File: src/rtl/button_conditioner_if.sv
// Bundle of raw push-button inputs and conditioned command outputs.
// The conditioner is the slave (it receives raw levels and drives pulses);
// the consumer side, game logic or a bench, takes the master view.
interface button_conditioner_if;
   logic       btn_c_i;
   logic       btn_u_i;
   logic       btn_d_i;
   logic       btn_r_i;
   logic       btn_l_i;
   logic       button_c_short;
   logic       button_c_long;
   logic       button_u;
   logic       button_d;
   logic       button_r;
   logic       button_l;
   logic [4:0] btn_level_o;

   modport master (
      output btn_c_i, btn_u_i, btn_d_i, btn_r_i, btn_l_i,
      input  button_c_short, button_c_long,
      input  button_u, button_d, button_r, button_l,
      input  btn_level_o
   );

   modport slave (
      input  btn_c_i, btn_u_i, btn_d_i, btn_r_i, btn_l_i,
      output button_c_short, button_c_long,
      output button_u, button_d, button_r, button_l,
      output btn_level_o
   );
endinterface

File: src/rtl/button_conditioner.sv
// Push-button front end: 2-flop synchroniser and debouncer for all five
// buttons, short/long press classification on centre, and press plus
// auto-repeat pulses on the four directional buttons.
// Button vector order everywhere is {c,u,d,r,l}: bit 4 = c ... bit 0 = l.
module button_conditioner #(
   parameter int DEBOUNCE_CYCLES      = 360000,
   parameter int LONG_PRESS_CYCLES    = 18000000,
   parameter int REPEAT_DELAY_CYCLES  = 18000000,
   parameter int REPEAT_PERIOD_CYCLES = 5400000
) (
   input logic                 clk,
   input logic                 rst,
   button_conditioner_if.slave bus
);
   localparam int DB_W   = $clog2(DEBOUNCE_CYCLES + 1);
   localparam int LP_W   = $clog2(LONG_PRESS_CYCLES + 1);
   localparam int RP_MAX = (REPEAT_DELAY_CYCLES > REPEAT_PERIOD_CYCLES) ?
                           REPEAT_DELAY_CYCLES : REPEAT_PERIOD_CYCLES;
   localparam int RP_W   = $clog2(RP_MAX + 1);

   localparam logic [1:0] ST_IDLE       = 2'd0;
   localparam logic [1:0] ST_PRESSED    = 2'd1;
   localparam logic [1:0] ST_LONG_FIRED = 2'd2;

   logic [4:0] raw;
   logic [4:0] sync1_q, sync1_d;
   logic [4:0] s_q, s_d;
   logic [4:0] stable_vec;
   logic [4:0] stable_dly_vec;
   logic [4:0] rise_vec;
   logic [3:0] dir_pulse_vec;

   assign raw = {bus.btn_c_i, bus.btn_u_i, bus.btn_d_i, bus.btn_r_i, bus.btn_l_i};

   // Two-stage synchroniser next-state
   always_comb begin
      sync1_d = raw;
      s_d     = sync1_q;
   end

   // Synchroniser flops
   always_ff @(posedge clk) begin
      if (rst) begin
         sync1_q <= '0;
         s_q     <= '0;
      end else begin
         sync1_q <= sync1_d;
         s_q     <= s_d;
      end
   end

   // Per-button debounce and registered rising-edge detect
   for (genvar gi = 0; gi < 5; gi++) begin : g_db
      logic            stable_q, stable_d;
      logic            stable_dly_q, stable_dly_d;
      logic            rise_q, rise_d;
      logic [DB_W-1:0] cnt_q, cnt_d;

      // Accept a new level only after it has differed for DEBOUNCE_CYCLES cycles
      always_comb begin
         stable_d     = stable_q;
         cnt_d        = cnt_q;
         stable_dly_d = stable_q;
         rise_d       = stable_q & ~stable_dly_q;
         if (s_q[gi] == stable_q) begin
            cnt_d = '0;
         end else if (cnt_q == DB_W'(DEBOUNCE_CYCLES - 1)) begin
            stable_d = s_q[gi];
            cnt_d    = '0;
         end else if (cnt_q != '1) begin
            cnt_d = cnt_q + DB_W'(1);
         end
      end

      // Debounce state flops
      always_ff @(posedge clk) begin
         if (rst) begin
            stable_q     <= 1'b0;
            stable_dly_q <= 1'b0;
            rise_q       <= 1'b0;
            cnt_q        <= '0;
         end else begin
            stable_q     <= stable_d;
            stable_dly_q <= stable_dly_d;
            rise_q       <= rise_d;
            cnt_q        <= cnt_d;
         end
      end

      assign stable_vec[gi]     = stable_q;
      assign stable_dly_vec[gi] = stable_dly_q;
      assign rise_vec[gi]       = rise_q;
   end

   // Directional press pulse and auto-repeat, one engine per direction
   for (genvar gi = 0; gi < 4; gi++) begin : g_dir
      logic            active_q, active_d;
      logic            phase_q, phase_d;   // 0 = initial delay, 1 = periodic
      logic            pulse_q, pulse_d;
      logic [RP_W-1:0] cnt_q, cnt_d;

      // Pulse on press, then after the delay, then every period while held
      always_comb begin
         active_d = active_q;
         phase_d  = phase_q;
         cnt_d    = cnt_q;
         pulse_d  = 1'b0;
         if (rise_vec[gi]) begin
            pulse_d  = 1'b1;
            active_d = 1'b1;
            phase_d  = 1'b0;
            cnt_d    = '0;
         end else if (!stable_vec[gi]) begin
            active_d = 1'b0;
            phase_d  = 1'b0;
            cnt_d    = '0;
         end else if (active_q) begin
            if (!phase_q && cnt_q == RP_W'(REPEAT_DELAY_CYCLES - 1)) begin
               pulse_d = 1'b1;
               phase_d = 1'b1;
               cnt_d   = '0;
            end else if (phase_q && cnt_q == RP_W'(REPEAT_PERIOD_CYCLES - 1)) begin
               pulse_d = 1'b1;
               cnt_d   = '0;
            end else if (cnt_q != '1) begin
               cnt_d = cnt_q + RP_W'(1);
            end
         end
      end

      // Repeat engine flops
      always_ff @(posedge clk) begin
         if (rst) begin
            active_q <= 1'b0;
            phase_q  <= 1'b0;
            pulse_q  <= 1'b0;
            cnt_q    <= '0;
         end else begin
            active_q <= active_d;
            phase_q  <= phase_d;
            pulse_q  <= pulse_d;
            cnt_q    <= cnt_d;
         end
      end

      assign dir_pulse_vec[gi] = pulse_q;
   end

   // Centre button classification
   logic [1:0]      state_q, state_d;
   logic [LP_W-1:0] hold_cnt_q, hold_cnt_d;
   logic            c_fall_q, c_fall_d;
   logic            c_short_q, c_short_d;
   logic            c_long_q, c_long_d;

   // Release is edge-detected with the same registered delay as the press,
   // so short pulses keep the fixed input-to-pulse latency. LONG_FIRED
   // leaves on the level so a release coinciding with the threshold is not lost.
   always_comb begin
      state_d    = state_q;
      hold_cnt_d = hold_cnt_q;
      c_fall_d   = ~stable_vec[4] & stable_dly_vec[4];
      c_short_d  = 1'b0;
      c_long_d   = 1'b0;
      case (state_q)
         ST_IDLE: begin
            if (rise_vec[4]) begin
               state_d    = ST_PRESSED;
               hold_cnt_d = '0;
            end
         end
         ST_PRESSED: begin
            if (hold_cnt_q == LP_W'(LONG_PRESS_CYCLES - 1)) begin
               c_long_d = 1'b1;
               state_d  = ST_LONG_FIRED;
            end else if (c_fall_q) begin
               c_short_d = 1'b1;
               state_d   = ST_IDLE;
            end else if (hold_cnt_q != '1) begin
               hold_cnt_d = hold_cnt_q + LP_W'(1);
            end
         end
         ST_LONG_FIRED: begin
            if (!stable_vec[4]) begin
               state_d = ST_IDLE;
            end
         end
         default: state_d = ST_IDLE;
      endcase
   end

   // Centre FSM flops and output registers
   always_ff @(posedge clk) begin
      if (rst) begin
         state_q    <= ST_IDLE;
         hold_cnt_q <= '0;
         c_fall_q   <= 1'b0;
         c_short_q  <= 1'b0;
         c_long_q   <= 1'b0;
      end else begin
         state_q    <= state_d;
         hold_cnt_q <= hold_cnt_d;
         c_fall_q   <= c_fall_d;
         c_short_q  <= c_short_d;
         c_long_q   <= c_long_d;
      end
   end

   assign bus.button_c_short = c_short_q;
   assign bus.button_c_long  = c_long_q;
   assign bus.button_u       = dir_pulse_vec[3];
   assign bus.button_d       = dir_pulse_vec[2];
   assign bus.button_r       = dir_pulse_vec[1];
   assign bus.button_l       = dir_pulse_vec[0];
   assign bus.btn_level_o    = stable_vec;
endmodule

File: src/flat_wrapper.sv
// flat-port wrapper written by rule: the top's interface ports become plain ports
module button_conditioner_flat 
#(
   parameter int DEBOUNCE_CYCLES      = 360000,
   parameter int LONG_PRESS_CYCLES    = 18000000,
   parameter int REPEAT_DELAY_CYCLES  = 18000000,
   parameter int REPEAT_PERIOD_CYCLES = 5400000
)
  (clk, rst, bus_btn_c_i, bus_btn_u_i, bus_btn_d_i, bus_btn_r_i, bus_btn_l_i, bus_button_c_short, bus_button_c_long, bus_button_u, bus_button_d, bus_button_r, bus_button_l, bus_btn_level_o);
  button_conditioner_if bus_i ();
  input logic clk;
  input logic rst;
  input wire logic [$bits(bus_i.btn_c_i)-1:0] bus_btn_c_i;
  input wire logic [$bits(bus_i.btn_u_i)-1:0] bus_btn_u_i;
  input wire logic [$bits(bus_i.btn_d_i)-1:0] bus_btn_d_i;
  input wire logic [$bits(bus_i.btn_r_i)-1:0] bus_btn_r_i;
  input wire logic [$bits(bus_i.btn_l_i)-1:0] bus_btn_l_i;
  output wire logic [$bits(bus_i.button_c_short)-1:0] bus_button_c_short;
  output wire logic [$bits(bus_i.button_c_long)-1:0] bus_button_c_long;
  output wire logic [$bits(bus_i.button_u)-1:0] bus_button_u;
  output wire logic [$bits(bus_i.button_d)-1:0] bus_button_d;
  output wire logic [$bits(bus_i.button_r)-1:0] bus_button_r;
  output wire logic [$bits(bus_i.button_l)-1:0] bus_button_l;
  output wire logic [$bits(bus_i.btn_level_o)-1:0] bus_btn_level_o;
  assign bus_i.btn_c_i = bus_btn_c_i;
  assign bus_i.btn_u_i = bus_btn_u_i;
  assign bus_i.btn_d_i = bus_btn_d_i;
  assign bus_i.btn_r_i = bus_btn_r_i;
  assign bus_i.btn_l_i = bus_btn_l_i;
  assign bus_button_c_short = bus_i.button_c_short;
  assign bus_button_c_long = bus_i.button_c_long;
  assign bus_button_u = bus_i.button_u;
  assign bus_button_d = bus_i.button_d;
  assign bus_button_r = bus_i.button_r;
  assign bus_button_l = bus_i.button_l;
  assign bus_btn_level_o = bus_i.btn_level_o;
  button_conditioner #(.DEBOUNCE_CYCLES(DEBOUNCE_CYCLES), .LONG_PRESS_CYCLES(LONG_PRESS_CYCLES), .REPEAT_DELAY_CYCLES(REPEAT_DELAY_CYCLES), .REPEAT_PERIOD_CYCLES(REPEAT_PERIOD_CYCLES)) u_core (.clk(clk), .rst(rst), .bus(bus_i));
endmodule
File: config.mk
export PLATFORM = sky130hd
export DESIGN_NAME = button_conditioner_flat
export DESIGN_NICKNAME = d
export VERILOG_FILES = /design/src/rtl/button_conditioner_if.sv /design/src/rtl/button_conditioner.sv /design/src/flat_wrapper.sv
export SDC_FILE = /design/constraint.sdc
export NUM_CORES = 1
export LEC_CHECK = 0
export CAP_MARGIN = 25
export CORE_ASPECT_RATIO = 1.75
export CORE_MARGIN = 1.5
export CORE_UTILIZATION = 65
export CTS_CLUSTER_DIAMETER = 150
export DETAILED_ROUTE_END_ITERATION = 7
export DONT_BUFFER_PORTS = 1
export PLACE_DENSITY = 0.81
export SYNTH_ARGS = -nofsm -noshare
export SYNTH_HDL_FRONTEND = slang
export SYNTH_SLANG_ARGS = --single-unit
File: constraint.sdc
create_clock -name clk -period 3.5 [get_ports clk]
set_input_delay 0.175 -clock clk [delete_from_list [all_inputs] [get_ports clk]]
set_output_delay 0.175 -clock clk [all_outputs]
set_load 0.01 [all_outputs]
==> metrics <==
status=finished, final reports clean; Detailed Place HPWL=19.6 mm; Core Box Area=approximately 19000 um^2; crit path max-delay cell type=or3_1; Max VDD drop=482 uV; Setup violations, final=0; CTS tree=built; std cell rows=67; clk_skew=8.50 ps; Residual DRC=0; clock period minus worst slack=2630 ps; CP startpoint=rst; MaxCap Viol Count=0; Clock Latency Late Sink=520 ps; Worst EP arrival=3090 ps; Worst Hold Path Cells=2; Avg WL per Cell=16.5 um; IO Pins=18; Worst R2R Path Depth=8; CP Launch Type=input pin; initial cell density of the core=0.665; Clock Sinks=between 200 and 300; Worst-path clk slew=approximately 60 ps; final setup TNS=0 ps; fmax=380 MHz; final hold violation count=0; crit path cell chain=dlygate4sd3_1, buf_12, nand2b_1, inv_1, nand2b_1, or3_1, nor2_1, a22o_1; slew at the pin with the worst max-slew slack=933 ps; most frequent cell on the critical path=nand2b_1; Post-CTS Resized=0; final slew viol count=0; Hold Crit Class=input pin to register; layout cells sized above 1=0.0606; WP data required=3960 ps; Num CTS Buffers=24; clock tree buffer depth=3; dpl ws=996 ps; Hold Path End=u_core.g_db[3].cnt_q[18]; beginning of the worst hold path=rst; overall power=6.01 mW; Worst Path Max Fanout=35; Die W=109 um; initial antenna violation count=0; port bufs=0; Die Ht=188 um; Root Driver=clkbuf_16; share of the yosys chip area belonging to registers=0.411; total number of yosys warnings=0; RSZ-0062 raised after global routing=no; Synth Cell Area=12800 um^2; crit end category=register; asr flop ratio synth=0; drt first-iter violations=771; Net Count, Synth=1533; crit-path leading delay family=simple AND/OR/NAND/NOR gates; H-Tree Depth=1; reg2reg end=u_core.hold_cnt_q[13]; R2R setup slack=roughly 900 ps; Netlist cell types=76; prevailing post-synth register cell=dfxtp_1; routed wire length=29.1 mm; worst setup margin=867 ps; Critical path buffers and inverters=3; #FFs+latches synth=about 260; number of enable flip-flop cells after synthesis=0; Min Hold Slack=253 ps; period utilisation layout=0.752; Avg Cell Area, Syn=8.43 um^2; vias in the first global route=10900; Global Route Usage Sum=0.284; Cells after Synth=1516; die area=20500 um^2; worst setup path class=input pin to register; LEAKAGE=roughly 4.6 nW; drt pass-1 iters=7; largest net degree at the start of global routing=36; ANT cells=0; global-route wire length before repair=approximately 49 mm; CP peak stage delay=750 ps; Routed Antenna Nets=0; final net count=1517; vias=11300; area delta synth->final=8.46%; Rel. slew slack=0.378; grt ovf=0; drt via density=6.40; RR Startpoint=u_core.hold_cnt_q[0]; gpl congestion=0.953; P per Cell Area=433 nW/um^2
-- cell families (layout without fill, tap and decap cells) --
logic type	Yosys count	after routing	share of synthesized area
simple gates	792	792	0.337
xor+xnor	98	98	0.0672
flops	262	262	0.411
mux	20	20	0.0159
fa+ha+maj	10	10	0.00980
buf+inv	90	92	0.0323
compound gates	244	244	0.127
-- cell usage in the layout, fill, tap and decap left out, types with 24 or more instances in the layout --
cell and instances:
nor2_1 202, and4_1 25, o21ai_0 63, clkbuf_16 25, xor2_1 66, xnor2_1 32, nand4_1 76, dfxtp_1 262
inv_1 30, nand3_1 115, nor3_1 41, o31ai_1 24, a31oi_1 24, a21oi_1 44, nand2_1 105, and3_1 45
-- worst register-to-register path, delay by kind of cell (launching register included) --
kind                     cells  cell delay [ps]
AND/OR/NAND/NOR              3              940
flip-flops                   1              400
AO/OA/AOI/OAI                3              680
adder cells (fa/ha/maj)      1              240
buffers and inverters        1              270
-- power breakdown --
part / internal [mW] / switching [mW]
logic: 0.0176 / 0.0271
registers: 2.99 / 0.00453
clock network: 1.83 / 1.13
total: 4.84 / 1.17
-- layer usage --
| metal | global-route usage | wire, um |
|---|---|---|
| met2 | 0.532 | 15500 |
| met1 | 0.303 | 11200 |
| met3 | 0.0405 | 1300 |
| met4 | 0.133 | 1030 |
| met5 | 0 | 0 |
-- cell type report --
type | instances | area, um^2
flip-flops and latches | 262 | 5250
well taps | 241 | 302
repair buffers | 18 | 165
inverters | 30 | 113
clock inverters | 13 | 226
multi-input cells | 1164 | 7120
fillers | 1525 | 5340
clock buffers | 31 | 688
-- synth_stat cells, types with 5 or more instances --
master      n  area (um^2)
nor4_1     23          144
clkbuf_1   30          113
o211ai_1    8         60.1
nor2b_1    20          125
a21o_1     12         90.1
xor2_1     66          578
a31oi_1    24          150
nand2_1   105          394
a22o_1      6         52.6
xnor2_1    32          280
a21oi_1    44          220
nor2_1    202          758
and4_1     25          219
a311oi_1    5         43.8
buf_4       6         45.0
dfxtp_1   262         5250
o21ai_0    63          315
nand3b_1   10         75.1
nand4b_1    9         78.8
or4_1       5         37.5
nor3_1     41          205
nand2b_1   18          113
o41ai_1    11         96.3
o21a_1      6         45.0
nor4_2      8          100
or2_2       5         31.3
nor4b_1    19          166
o31ai_1    24          180
nand4_1    76          475
a32oi_1     6         52.6
ha_1       10          125
a211oi_1    5         37.5
buf_2      17         85.1
nor3b_1     6         45.0
inv_1      30          113
and2_1     17          106
or3_1      19          119
mux2i_1    18          180
and3_1     45          282
a41oi_1     5         43.8
nand3_1   115          576
-- flip-flops by register name (all words and copies together), names as in the netlist --
name,cells
u_core.g_dir.phase_q,4
u_core.s_d,5
u_core.g_dir.active_q,4
u_core.state_q,2
u_core.hold_cnt_q,25
u_core.bus.button_c_long,1
u_core.g_db.stable_dly_q,5
u_core.g_db.rise_q,5
u_core.bus.button_l,1
u_core.s_q,5
u_core.c_fall_q,1
u_core.g_db.cnt_q,95
u_core.bus.button_d,1
u_core.g_dir.cnt_q,100
u_core.bus.button_u,1
u_core.g_db.stable_dly_d,5
u_core.bus.button_r,1
u_core.bus.button_c_short,1
-- worst max-delay path by stage --
stage | slack, ps | cells after the start | endpoint
detailed placement | 1000 | 7 | u_core.g_dir[3].cnt_q[8]
floorplan | 1390 | 8 | u_core.g_dir[0].cnt_q[17]
CTS | 920 | 8 | u_core.g_dir[3].cnt_q[8]
global placement | 1010 | 8 | u_core.hold_cnt_q[14]
finish | 870 | 8 | u_core.g_dir[3].cnt_q[8]
global route | 700 | 8 | u_core.hold_cnt_q[14]
-- timing repair --
item,in CTS,in global routing
hold buffers,8,0
setup buffers,0,0
endpoints found under the hold margin,45,0
-- metrics by stage --
stage	util	area, um^2	cells
floorplan	-	12800	1516
global placement	0.669	12800	1707
detailed placement	0.669	12800	1707
CTS	0.722	13900	1759
global route	0.722	13900	1759
finish	0.722	13900	1759
No activity file was read; power rests on OpenSTA's default activity.
